<file path="src/rtl/tristate_bus_pkg.sv">
// Shared types and default sizing for the tristate bus arbiter.
// Imported by the interface, the priority picker and the top-level FSM.
package tristate_bus_pkg;

  typedef enum logic [1:0] {
    IDLE = 2'd0,
    OWN  = 2'd1,
    TURN = 2'd2
  } state_t;

  localparam int DEF_N          = 4;
  localparam int DEF_TURNAROUND = 1;
  localparam int DEF_MAX_HOLD   = 8;
  localparam int TURN_CNT_W     = 3;

endpackage

</file>
<file path="src/rtl/tristate_bus_arbiter_if.sv">
// Request/enable bundle between the requesters and the arbiter.
// The arbiter takes the master view; the requester side takes the slave view.
interface tristate_bus_arbiter_if
  import tristate_bus_pkg::*;
#(
  parameter int N = DEF_N
);
  localparam int OW = $clog2(N);

  logic [N-1:0]  req;
  logic [N-1:0]  oe;
  logic [OW-1:0] owner;
  logic          bus_busy;
  logic          turn;

  modport master (
    input  req,
    output oe,
    output owner,
    output bus_busy,
    output turn
  );

  modport slave (
    output req,
    input  oe,
    input  owner,
    input  bus_busy,
    input  turn
  );
endinterface

</file>
<file path="src/rtl/tristate_bus_arbiter_rr_pick.sv">
// Wrap-around priority search: first set request at or above the pointer.
// Purely combinational; shared by the IDLE and TURN grant decisions.
module rr_pick
  import tristate_bus_pkg::*;
#(
  parameter int N = DEF_N
) (
  input  logic [N-1:0]         req,
  input  logic [$clog2(N)-1:0] pointer,
  output logic                 found,
  output logic [$clog2(N)-1:0] index
);
  localparam int W  = $clog2(N);
  localparam int W1 = W + 1;

  logic [W-1:0] rot_idx [N];

  // rot_idx[k] is the requester examined at priority rank k
  for (genvar gi = 0; gi < N; gi++) begin : g_rot
    logic [W1-1:0] sum;
    assign sum         = {1'b0, pointer} + W1'(gi);
    assign rot_idx[gi] = (sum >= W1'(N)) ? W'(sum - W1'(N)) : W'(sum);
  end

  always_comb begin
    found = 1'b0;
    index = '0;
    for (int k = N - 1; k >= 0; k--) begin
      if (req[rot_idx[k]]) begin
        found = 1'b1;
        index = rot_idx[k];
      end
    end
  end
endmodule

</file>
<file path="src/rtl/tristate_bus_arbiter.sv">
// Round-robin owner of N tristate output enables with a dead interval
// between owners and a hold limit that only bites when someone else waits.
module tristate_bus_arbiter
  import tristate_bus_pkg::*;
#(
  parameter int N          = DEF_N,
  parameter int TURNAROUND = DEF_TURNAROUND,
  parameter int MAX_HOLD   = DEF_MAX_HOLD
) (
  input  logic                  clk,
  input  logic                  rst_n,
  tristate_bus_arbiter_if.master bus
);
  localparam int W  = $clog2(N);
  localparam int HW = $clog2(MAX_HOLD + 1);

  localparam logic [HW-1:0]         HOLD_LAST  = HW'(MAX_HOLD);
  localparam logic [TURN_CNT_W-1:0] TURN_LAST  = TURN_CNT_W'(TURNAROUND);
  localparam logic [W-1:0]          OWNER_LAST = W'(N - 1);
  localparam logic [N-1:0]          ONE_HOT0   = N'(1);

  state_t                  state_reg;
  logic [N-1:0]            oe_reg;
  logic [W-1:0]            owner_reg;
  logic [W-1:0]            rr_ptr_reg;
  logic [HW-1:0]           hold_reg;
  logic [TURN_CNT_W-1:0]   turn_cnt_reg;
  logic                    bus_busy_reg;
  logic                    turn_reg;

  logic                    pick_found;
  logic [W-1:0]            pick_index;
  logic [N-1:0]            pick_oe;
  logic                    owner_req;
  logic                    others_pending;
  logic                    release_bus;
  logic [W-1:0]            ptr_after_owner;

  rr_pick #(.N(N)) u_pick (
    .req     (bus.req),
    .pointer (rr_ptr_reg),
    .found   (pick_found),
    .index   (pick_index)
  );

  assign pick_oe         = ONE_HOT0 << pick_index;
  assign owner_req       = bus.req[owner_reg];
  // oe_reg is the owner's one-hot while in OWN, so masking it leaves the waiters
  assign others_pending  = |(bus.req & ~oe_reg);
  assign release_bus     = !owner_req || ((hold_reg == HOLD_LAST) && others_pending);
  assign ptr_after_owner = (owner_reg == OWNER_LAST) ? '0 : owner_reg + W'(1);

  always_ff @(posedge clk or negedge rst_n) begin
    if (!rst_n) begin
      state_reg    <= IDLE;
      oe_reg       <= '0;
      owner_reg    <= '0;
      rr_ptr_reg   <= '0;
      hold_reg     <= '0;
      turn_cnt_reg <= '0;
      bus_busy_reg <= 1'b0;
      turn_reg     <= 1'b0;
    end else begin
      case (state_reg)
        IDLE: begin
          if (pick_found) begin
            state_reg    <= OWN;
            oe_reg       <= pick_oe;
            owner_reg    <= pick_index;
            bus_busy_reg <= 1'b1;
            hold_reg     <= HW'(1);
          end
        end

        OWN: begin
          if (release_bus) begin
            // Release beats any simultaneous new request: always pass through TURN
            state_reg    <= TURN;
            oe_reg       <= '0;
            bus_busy_reg <= 1'b0;
            turn_reg     <= 1'b1;
            turn_cnt_reg <= TURN_CNT_W'(1);
            rr_ptr_reg   <= ptr_after_owner;
            hold_reg     <= '0;
          end else if (hold_reg != HOLD_LAST) begin
            hold_reg <= hold_reg + HW'(1);
          end
        end

        TURN: begin
          if (turn_cnt_reg == TURN_LAST) begin
            turn_reg     <= 1'b0;
            turn_cnt_reg <= '0;
            if (pick_found) begin
              state_reg    <= OWN;
              oe_reg       <= pick_oe;
              owner_reg    <= pick_index;
              bus_busy_reg <= 1'b1;
              hold_reg     <= HW'(1);
            end else begin
              state_reg <= IDLE;
            end
          end else begin
            turn_cnt_reg <= turn_cnt_reg + TURN_CNT_W'(1);
          end
        end

        default: begin
          state_reg    <= IDLE;
          oe_reg       <= '0;
          bus_busy_reg <= 1'b0;
          turn_reg     <= 1'b0;
        end
      endcase
    end
  end

  assign bus.oe       = oe_reg;
  assign bus.owner    = owner_reg;
  assign bus.bus_busy = bus_busy_reg;
  assign bus.turn     = turn_reg;
endmodule

</file>
<file path="src/flat_wrapper.sv">
// flat-port wrapper written by rule: the top's interface ports become plain ports
module tristate_bus_arbiter_flat import tristate_bus_pkg::*;
#(
  parameter int N          = DEF_N,
  parameter int TURNAROUND = DEF_TURNAROUND,
  parameter int MAX_HOLD   = DEF_MAX_HOLD
)
  (clk, rst_n, bus_req, bus_oe, bus_owner, bus_bus_busy, bus_turn);
  tristate_bus_arbiter_if #(.N(N)) bus_i ();
  input  logic clk;
  input  logic rst_n;
  input wire logic [$bits(bus_i.req)-1:0] bus_req;
  output wire logic [$bits(bus_i.oe)-1:0] bus_oe;
  output wire logic [$bits(bus_i.owner)-1:0] bus_owner;
  output wire logic [$bits(bus_i.bus_busy)-1:0] bus_bus_busy;
  output wire logic [$bits(bus_i.turn)-1:0] bus_turn;
  assign bus_i.req = bus_req;
  assign bus_oe = bus_i.oe;
  assign bus_owner = bus_i.owner;
  assign bus_bus_busy = bus_i.bus_busy;
  assign bus_turn = bus_i.turn;
  tristate_bus_arbiter #(.N(N), .TURNAROUND(TURNAROUND), .MAX_HOLD(MAX_HOLD)) u_core (.clk(clk), .rst_n(rst_n), .bus(bus_i));
endmodule
</file>
<file path="config.mk">
export PLATFORM = sky130hd
export DESIGN_NAME = tristate_bus_arbiter_flat
export DESIGN_NICKNAME = d
export VERILOG_FILES = /design/src/rtl/tristate_bus_pkg.sv /design/src/rtl/tristate_bus_arbiter_if.sv /design/src/rtl/tristate_bus_arbiter_rr_pick.sv /design/src/rtl/tristate_bus_arbiter.sv /design/src/flat_wrapper.sv
export SDC_FILE = /design/constraint.sdc
export NUM_CORES = 1
export LEC_CHECK = 0
export ABC_AREA = 0
export CELL_PAD_IN_SITES_DETAIL_PLACEMENT = 0
export CELL_PAD_IN_SITES_GLOBAL_PLACEMENT = 1
export CORE_MARGIN = 3
export CORE_UTILIZATION = 42
export CTS_CLUSTER_SIZE = 16
export DETAILED_ROUTE_END_ITERATION = 6
export PLACE_DENSITY_LB_ADDON = 0.08
export SYNTH_ARGS = -nofsm -noshare
export SYNTH_HDL_FRONTEND = slang
export SYNTH_HIERARCHICAL = 1
export SYNTH_SLANG_ARGS = --single-unit
</file>
<file path="constraint.sdc">
create_clock -name clk -period 2.47 [get_ports clk]
set_input_delay 0.494 -clock clk [delete_from_list [all_inputs] [get_ports clk]]
set_output_delay 0.494 -clock clk [all_outputs]
set_load 0.05 [all_outputs]
</file>
* Word-level counts from Yosys, hierarchy flattened *
Index checks and enable logic that the tools add are counted.

storage, ports and cells
  register bits = 19
  input port bits = 6
  logic and storage cells = 106

cells by class
  $add $sub $neg = 10
  order comparisons = 9
  equal/unequal tests = 10
  shift-type cells = 1
  muxes and demuxes = 50
  bitwise logic cells = 3
  reduce and logical (&&, ||, !) cells = 15

operators with widths
  operator                                                                       count
  2-bit 2-to-1 mux                                                               14
  4-bit 2-to-1 mux                                                               7
  4-bit case mux with 3 select lines                                             2
  2-bit by 3-bit less-than comparator with 1-bit output (second input constant)  5
  1-bit 2-to-1 mux                                                               15
  1-bit binary-select mux with 2-bit select                                      5
  3-bit greater-or-equal comparator (second input constant)                      3
  3-bit AND reduction                                                            3
  2-bit AND reduction                                                            4
  2-bit by 1-bit subtractor with 2-bit output (second input constant)            4
  2-bit by 2-bit adder with 3-bit output (second input constant)                 2
  3-bit 2-to-1 mux                                                               2
  2-bit by 1-bit != test with 1-bit output (second input constant)               3
  1-bit case mux with 3 select lines                                             2
  2-bit case mux with 3 select lines                                             1
  3-bit case mux with 2 select lines                                             1
  4-bit by 1-bit adder with 4-bit output (second input constant)                 1
  4-bit AND                                                                      1
  2-bit equality test (second input constant)                                    2
  4-bit equality test (second input constant)                                    1
  4-bit != test (second input constant)                                          1
  4-bit NOT                                                                      1
  2-bit case mux with 2 select lines                                             1
  2-bit nonzero test                                                             2
  15 further kinds                                                               15

* Longest topological paths before layout *
Gate-level depths: netlist of the first run.

  depth after elaboration = 13
  depth in mapped cells = 6

* Modules after synthesis *
Netlist of the first run, hierarchy kept.

modules (own cells, without submodules)
  module                instances  cells an instance  area each (um2)  sequential area each (um2)
  tristate_bus_arbiter  1          102                1101.1           475.5
  rr_pick               1          13                 77.6             0.0

* Least setup slack after synthesis of the first run *
Ideal clock, no wire load.

  path kind = register to register
  from = register u_core.oe_reg[2], in the netlist u_core/bus.oe[2]
  to = register u_core.rr_ptr_reg[0]
  arrival = 1727 ps
  data required time = 2345 ps
  slack = 618 ps
  stages on the path, launching flop included = 5
  buffers on the path = 0
  clock period less this slack = 1852 ps
  path through = dfrtp_1 > nand2b_1 > a41oi_4 > o31ai_4 > mux2_4

between the ends
  longest elaborated chain between the ends = 6

ends and longest elaborated chain
  element                               line                        source
  from (decl)                           tristate_bus_arbiter.sv:23  logic [N-1:0] oe_reg;
  from (signal assigned)                tristate_bus_arbiter.sv:68  oe_reg <= pick_oe;
  from (signal assigned)                tristate_bus_arbiter.sv:96  oe_reg <= pick_oe;
  4-bit NOT                             tristate_bus_arbiter.sv:49  assign others_pending = |(bus.req & ~oe_reg);
  4-bit AND                             tristate_bus_arbiter.sv:49
  4-bit OR reduction                    tristate_bus_arbiter.sv:49
  1-bit logical AND                     tristate_bus_arbiter.sv:50  assign release_bus = !owner_req || ((hold_reg == HOLD_LAST) && others_pending);
  1-bit logical OR                      tristate_bus_arbiter.sv:50
  2-bit AND reduction (no source line)  n/a
  to (signal assigned)                  tristate_bus_arbiter.sv:83  rr_ptr_reg <= ptr_after_owner;
  to (decl)                             tristate_bus_arbiter.sv:25  logic [W-1:0] rr_ptr_reg;

No other way between the ends.
A chain may end at the register's enable or synchronous reset.

* Worst setup path in the final report of the first run *
  from = register u_core.owner_reg[0], in the netlist u_core/bus.owner[0]
  to = output port bus_owner[0]

RTL lines
  element                 line                        source
  from (decl)             tristate_bus_arbiter.sv:24  logic [W-1:0] owner_reg;
  from (signal assigned)  tristate_bus_arbiter.sv:69  owner_reg <= pick_index;
  from (signal assigned)  tristate_bus_arbiter.sv:97  owner_reg <= pick_index;
  to (decl)               flat_wrapper.sv:14          output wire logic [$bits(bus_i.owner)-1:0] bus_owner;

No word-level cell between the ends.

==> out/metrics.cfg, run 1 <==
[outcome]
status = finished clean

[timing]
finalSetupTns_ns = 0
fin_ws_ns = 0.3411
period_needed_ns = 2.129
max_freq_ghz = 0.4697
max-slew-margin-rel_pct = 66.95
slew_viol_final = 0
finalSetupViolCount = 0
worst_hold_slack_ns = 0.5198
timing.final.crit_share_pct = 86.19
rsz0062_at_grt = false
hold_viol_final = 0
worst_pin_slew_ns = 0.4941
fin_skew_ns = 0.0009661

[synth]
ys_types = 45
synth-seq-cells = 19
avgSynthCellArea_sq_um = 10.25
synth-xor-area-share_pct = 0.7431
synthFlopType = dfrtp_1
synthCells = 115
ys_seq_area_share_pct = 40.34
synthesis.nets = 124
synth_adder_area_share_pct = 3.185
synth_edf_count = 0
synth_mux_area_share_pct = 5.202
synth_compound_area_share_pct = 22.29
async_flop_share_pct = 100.0
syn_area_sq_um = 1179
yosys_warnings = 6
synth-simple-area-share_pct = 24.73
synth_top_family_by_area = simple AND/OR/NAND/NOR gates

[grt]
grt_first_pass_wirelength_mm = 4.602
grt_pass1_vias = 962
grt_max_degree = 20
grt_usage_pct = 17.42
overflow = 0
antenna_found_initial = 0

[die]
core_sq_um = 2567
die_w_um = 58.98
rows = 18
initial_core_util_pct = 45.91
design.die.area_sq_um = 3478
io_pins = 14
die_y_um = 58.98

[place]
dp_hpwl_mm = 1.949
place.gp.congestion = 0.7572
placed_area_sq_um = 1350
pre_cts_slack_ns = 0.1851
port_buffers = 13

[cts]
cts_sinks = 19
clk_path_buf_depth = 2
clk_pin_slew_ns = 0.10
post_cts_buffers = 0
ctsHoldBuffers = 0
cts_tree = yes
ctsResizeCount = 0
cts_buffers = 3
ctsHtreeMaxLevel = 1
clock_latency_ns = 0.30
cts-root-buf = clkbuf_4

[power_and_ir_drop]
p_total_mw = 1.697
p_leak_nw = 0.5970
vdd_drop_max_mv = 0.6731
power.density_nw_per_um2 = 1233

[finish]
antennaDiodeCount = 0
fill_cells = 253
drive_above_1_share_pct = 14.29
area_delta_synth_final_pct = 16.77
design_area_sq_um = 1376
nets = 143

[route]
drt_iter0_drc = 46
route.detailed.wl_per_inst_um = 15.85
drc = 0
num_vias = 945
drt.antenna.violating_nets = 0
wl_mm = 2.584
post_drt_via_cell_ratio = 5.798
first_pass_iters = 4

[setup_path]
crit_end = bus_owner[0]
worst-path-buf-inv = 1
critical-path-max-stage-delay_ns = 0.85
reg2reg_depth = 6
reg2reg_to = u_core/rr_ptr_reg[0]
path_depth = 1
crit_path_start_kind = flop
crit_slowest_cell = clkdlybuf4s50_1
critPathMaxFanout = 8
startpoint = u_core/bus.owner[0]
arrival_ns = 1.63
r2r_slack_ns = 0.55
path_delay_family = buffers and inverters
criticalPathCategory = flop to primary output
crit_path_end_kind = primary output
required_ns = 1.98
path_cells = clkdlybuf4s50_1
rr_startpoint = u_core/hold_reg[0]

[worst_hold_path]
hp-class = primary input to async pin

[flow_run]
drv_cap = 0

-- how the worst min path moves through the flow --
stage,from,end,slack (ns),cells after the start
after floorplan,rst_n,u_core/bus.bus_busy,0.20,0
after global placement,u_core/bus.oe[2],u_core/bus.oe[2],0.50,1
after detailed placement,u_core/bus.oe[2],u_core/bus.oe[2],0.51,1
after CTS,rst_n,u_core/rr_ptr_reg[1],0.51,2
after global routing,rst_n,u_core/rr_ptr_reg[1],0.51,2
final,rst_n,u_core/bus.oe[2],0.52,2
-- power by group --
part	total, mW	switching (mW)	internal (mW)
sequential	0.580	0.156	0.424
combinational	0.958	0.540	0.419
clock	0.158	0.0951	0.0630
total	1.70	0.791	0.905
-- through the flow --
stage | cells | utilization (%)
final | 163 | 53.61
after floorplan | 115 | -
after CTS | 163 | 53.61
after global placement | 159 | 52.58
after global routing | 163 | 53.61
after detailed placement | 159 | 52.58
-- routing by layer --
| metal | vias up | routed length [um] | GRT usage, % |
|---|---|---|---|
| met1 | 471 | 1239 | 23.19 |
| li1 | 453 | - | - |
| met5 | - | 0 | 0 |
| met4 | 0 | 29 | 4.854 |
| met2 | 17 | 1208 | 28.86 |
| met3 | 4 | 106 | 3.268 |
-- area by class of cell --
cell class	instances	area, sq um	area share, %
clock buffers	4	26.28	1.909
inverters	6	22.52	1.636
multi-input cells	88	661.9	48.09
flip-flops and latches	19	475.5	34.55
well taps	30	37.54	2.727
repair buffers	16	152.6	11.09
-- Yosys cell counts (all sizes together), types with 2 or more instances --
master,n,area (sq um)
dfrtp,19,475.5
o21ai,4,20.01
a21o,3,23.77
and3b,2,17.52
nand3,3,15.01
buf,2,18.77
nor2b,2,12.51
o22ai,3,18.77
a21oi,3,18.77
mux2i,2,20.02
nor3b,3,22.52
nor2,10,37.54
a211oi,3,40.04
ha,3,37.54
nand2b,6,37.54
or2b,2,15.01
mux2,3,41.29
o2bb2ai,3,26.28
and2,3,18.77
nand3b,3,22.52
nand2,11,41.29
inv,6,22.52
-- cell usage in the layout (no fill, tap or decap), types with 2 or more instances in the layout --
cell type,count
nand3_1,3
a21oi_1,2
o2bb2ai_1,3
nand2b_1,6
mux2i_1,2
a21o_1,2
buf_4,3
or2b_1,2
nor3b_1,3
o22ai_1,3
o21ai_0,3
nor2_1,10
and2_1,3
clkbuf_4,3
clkdlybuf4s50_1,13
nand2_1,11
inv_1,6
mux2_4,2
nor2b_1,2
nand3b_1,3
dfrtp_1,19
ha_1,3
and3b_1,2
-- cell families (layout without fill, tap and decap cells) --
group	count (synthesis)	in the layout
compound gates	27	27
xor+xnor	1	1
fa+ha+maj	3	3
buf+inv	8	26
flops	19	19
mux	5	5
simple gates	52	52
Note: power is estimated with default switching activity, not from simulation.
==> run 2, diff against run 1 <==
--- a/config.mk
+++ b/config.mk
@@ -6,13 +6,15 @@
 export NUM_CORES = 1
 export LEC_CHECK = 0
 export ABC_AREA = 0
+export CAP_MARGIN = 20
 export CELL_PAD_IN_SITES_DETAIL_PLACEMENT = 0
 export CELL_PAD_IN_SITES_GLOBAL_PLACEMENT = 1
 export CORE_MARGIN = 3
-export CORE_UTILIZATION = 42
+export CORE_UTILIZATION = 41
 export CTS_CLUSTER_SIZE = 16
 export DETAILED_ROUTE_END_ITERATION = 6
 export PLACE_DENSITY_LB_ADDON = 0.08
+export RECOVER_POWER = 50
 export SYNTH_ARGS = -nofsm -noshare
 export SYNTH_HDL_FRONTEND = slang
 export SYNTH_HIERARCHICAL = 1
==> out/metrics.cfg, run 2 (synthesized netlist as in run 1, its figures left out) <==
[timing]
finalSetupTns_ns = 0
max_freq_ghz = 0.4650
fin_skew_ns = 0.01107
rsz0062_at_grt = false
hold_viol_final = 0
max-slew-margin-rel_pct = 30.56
period_needed_ns = 2.151
worst_pin_slew_ns = 1.042
finalSetupViolCount = 0
slew_viol_final = 0
timing.final.crit_share_pct = 87.07

[place]
port_buffers = 13
dp_hpwl_mm = 1.929
place.gp.congestion = 0.7427

[finish]
nets = 142
final_common_cell = dfrtp_1
register_area_sq_um = 475.5
multi_input_area_sq_um = 643.1
drive_above_1_share_pct = 12.12
antennaDiodeCount = 0
layout_common_cells = 19 x dfrtp_1, 11 x clkdlybuf4s50_1, 11 x nand2_1
fill_cells = 251
area_delta_synth_final_pct = 14.22

[cts]
post_cts_buffers = 0
clock_latency_ns = 0.30
clk_pin_slew_ns = 0.10
cts-root-buf = clkbuf_4
cts_buffers = 3
ctsHoldBuffers = 0
cts_tree = yes
ctsResizeCount = 0
ctsHtreeMaxLevel = 1
clk_path_buf_depth = 2
cts_sinks = 19

[setup_path]
path_cells = dlygate4sd3_1, nand2b_1, a41oi_1, o31ai_4, mux2_4
path_delay_family = compound AO/OA/AOI/OAI gates
rr_startpoint = u_core/hold_reg[0]
critPathMaxFanout = 6
required_ns = 2.66
critical-path-max-stage-delay_ns = 0.63
reg2reg_depth = 7
crit_slowest_cell = dlygate4sd3_1
r2r_slack_ns = 0.42
worst-path-buf-inv = 1
reg2reg_to = u_core/turn_cnt_reg[2]
arrival_ns = 2.34
crit_path_start_kind = primary input
crit_path_end_kind = flop
criticalPathCategory = primary input to flop

[route]
drc = 0
drt_iter0_drc = 36
num_vias = 945
wl_mm = 2.506
drt.antenna.violating_nets = 0
post_drt_via_cell_ratio = 5.833
first_pass_iters = 5
route.detailed.wl_per_inst_um = 15.47

[grt]
grt_first_pass_wirelength_mm = 4.298
antenna_found_initial = 0
grt_usage_pct = 16.27
overflow = 0
grt_max_degree = 20
grt_pass1_vias = 868

[power_and_ir_drop]
p_leak_nw = 0.5878
seq_power_share_pct = 34.2
clock_power_share_pct = 9.7
vdd_drop_max_mv = 0.7968
p_total_mw = 1.671
intPower_uw = 890.1
p_sw_uw = 781.1
p_comb_share_pct = 56.1
power.density_nw_per_um2 = 1241
switching_share_pct = 46.74

[die]
core_sq_um = 2613
die_w_um = 59.62
rows = 18
initial_core_util_pct = 45.11
io_pins = 14
design.die.area_sq_um = 3554
die_y_um = 59.62

[worst_hold_path]
worstHoldPathCells = 1
hp-class = flop to flop
min_from = u_core/turn_cnt_reg[1]
hold_path_end = u_core/turn_cnt_reg[1]

[outcome]
status = finished clean

[flow_run]
drv_cap = 0

-- run 2: changes by cell type in the layout (fill, tap and decap cells not counted), sizes merged --
cell / before / now
dlygate4sd3: 0 / 2
buf: 3 / 1
clkbuf: 4 / 5
clkdlybuf4s50: 13 / 11
-- run 2: per-layer routing --
metal,vias up,GRT usage [%],share of wire (%)
met5,-,0,0
met4,0,5.380,1.6
met3,6,4.357,5.5
met2,24,25.74,46
met1,463,21.49,47
li1,452,-,-
-- run 2: layout make-up --
| type | count | share of cell area (%) |
|---|---|---|
| Clock buffer | 4 | 1.952 |
| Sequential cell | 19 | 35.32 |
| Inverter | 6 | 1.673 |
| Tap cell | 30 | 2.788 |
| Multi-Input combinational cell | 88 | 47.77 |
| Timing Repair Buffer | 15 | 10.50 |
-- run 2: power groups by stage --
stage	Sequential, mW	Combinational [mW]	Clock, mW
global route	0.598	1.01	0.179
global placement	0.578	0.939	0
floorplan	0.717	0.559	0
finish	0.572	0.937	0.162
CTS	0.574	0.952	0.168
detailed placement	0.581	0.948	0
-- run 2: worst max path at each step --
| stage | startpoint | to | slack (ns) | cells after the start |
|---|---|---|---|---|
| 2_1_floorplan | u_core/bus.oe[2] | u_core/rr_ptr_reg[0] | 0.62 | 4 |
| 3_3_place_gp | bus_req[0] | u_core/rr_ptr_reg[1] | 0.27 | 5 |
| 3_5_place_dp | bus_req[0] | u_core/rr_ptr_reg[0] | 0.20 | 5 |
| 4_1_cts | u_core/bus.owner[0] | bus_owner[0] | 0.34 | 1 |
| 5_1_grt | bus_req[0] | u_core/turn_cnt_reg[2] | 0.18 | 6 |
| 6_report | bus_req[3] | u_core/rr_ptr_reg[0] | 0.32 | 5 |
-- run 2: worst reg2reg max path: cells and delay by family (launching register included) --
| kind | cells | cell delay (ns) |
|---|---|---|
| buf+inv | 2 | 0.26 |
| simple gates | 1 | 0.19 |
| compound gates | 3 | 0.88 |
| fa+ha+maj | 1 | 0.15 |
| flops | 1 | 0.45 |
-- run 2: through the flow --
stage	cell area, sq um	hold slack, ns	utilization, %	cells	setup slack (ns)
finish	1346	0.5228	51.53	162	0.3193
detailed placement	1343	0.5101	51.39	158	0.2022
global route	1346	0.5752	51.53	162	0.1839
CTS	1369	0.5180	52.39	162	0.3350
global placement	1343	0.5028	51.39	158	0.2698
floorplan	1179	0.1984	-	115	0.6182
==> run 3, diff against run 2 <==
--- a/config.mk
+++ b/config.mk
@@ -13,6 +13,7 @@
 export CORE_UTILIZATION = 41
 export CTS_CLUSTER_SIZE = 16
 export DETAILED_ROUTE_END_ITERATION = 6
+export HOLD_SLACK_MARGIN = 0.12
 export PLACE_DENSITY_LB_ADDON = 0.08
 export RECOVER_POWER = 50
 export SYNTH_ARGS = -nofsm -noshare
==> results of run 3 <==
Final layout, timing and power as in run 2 (identical DEF).
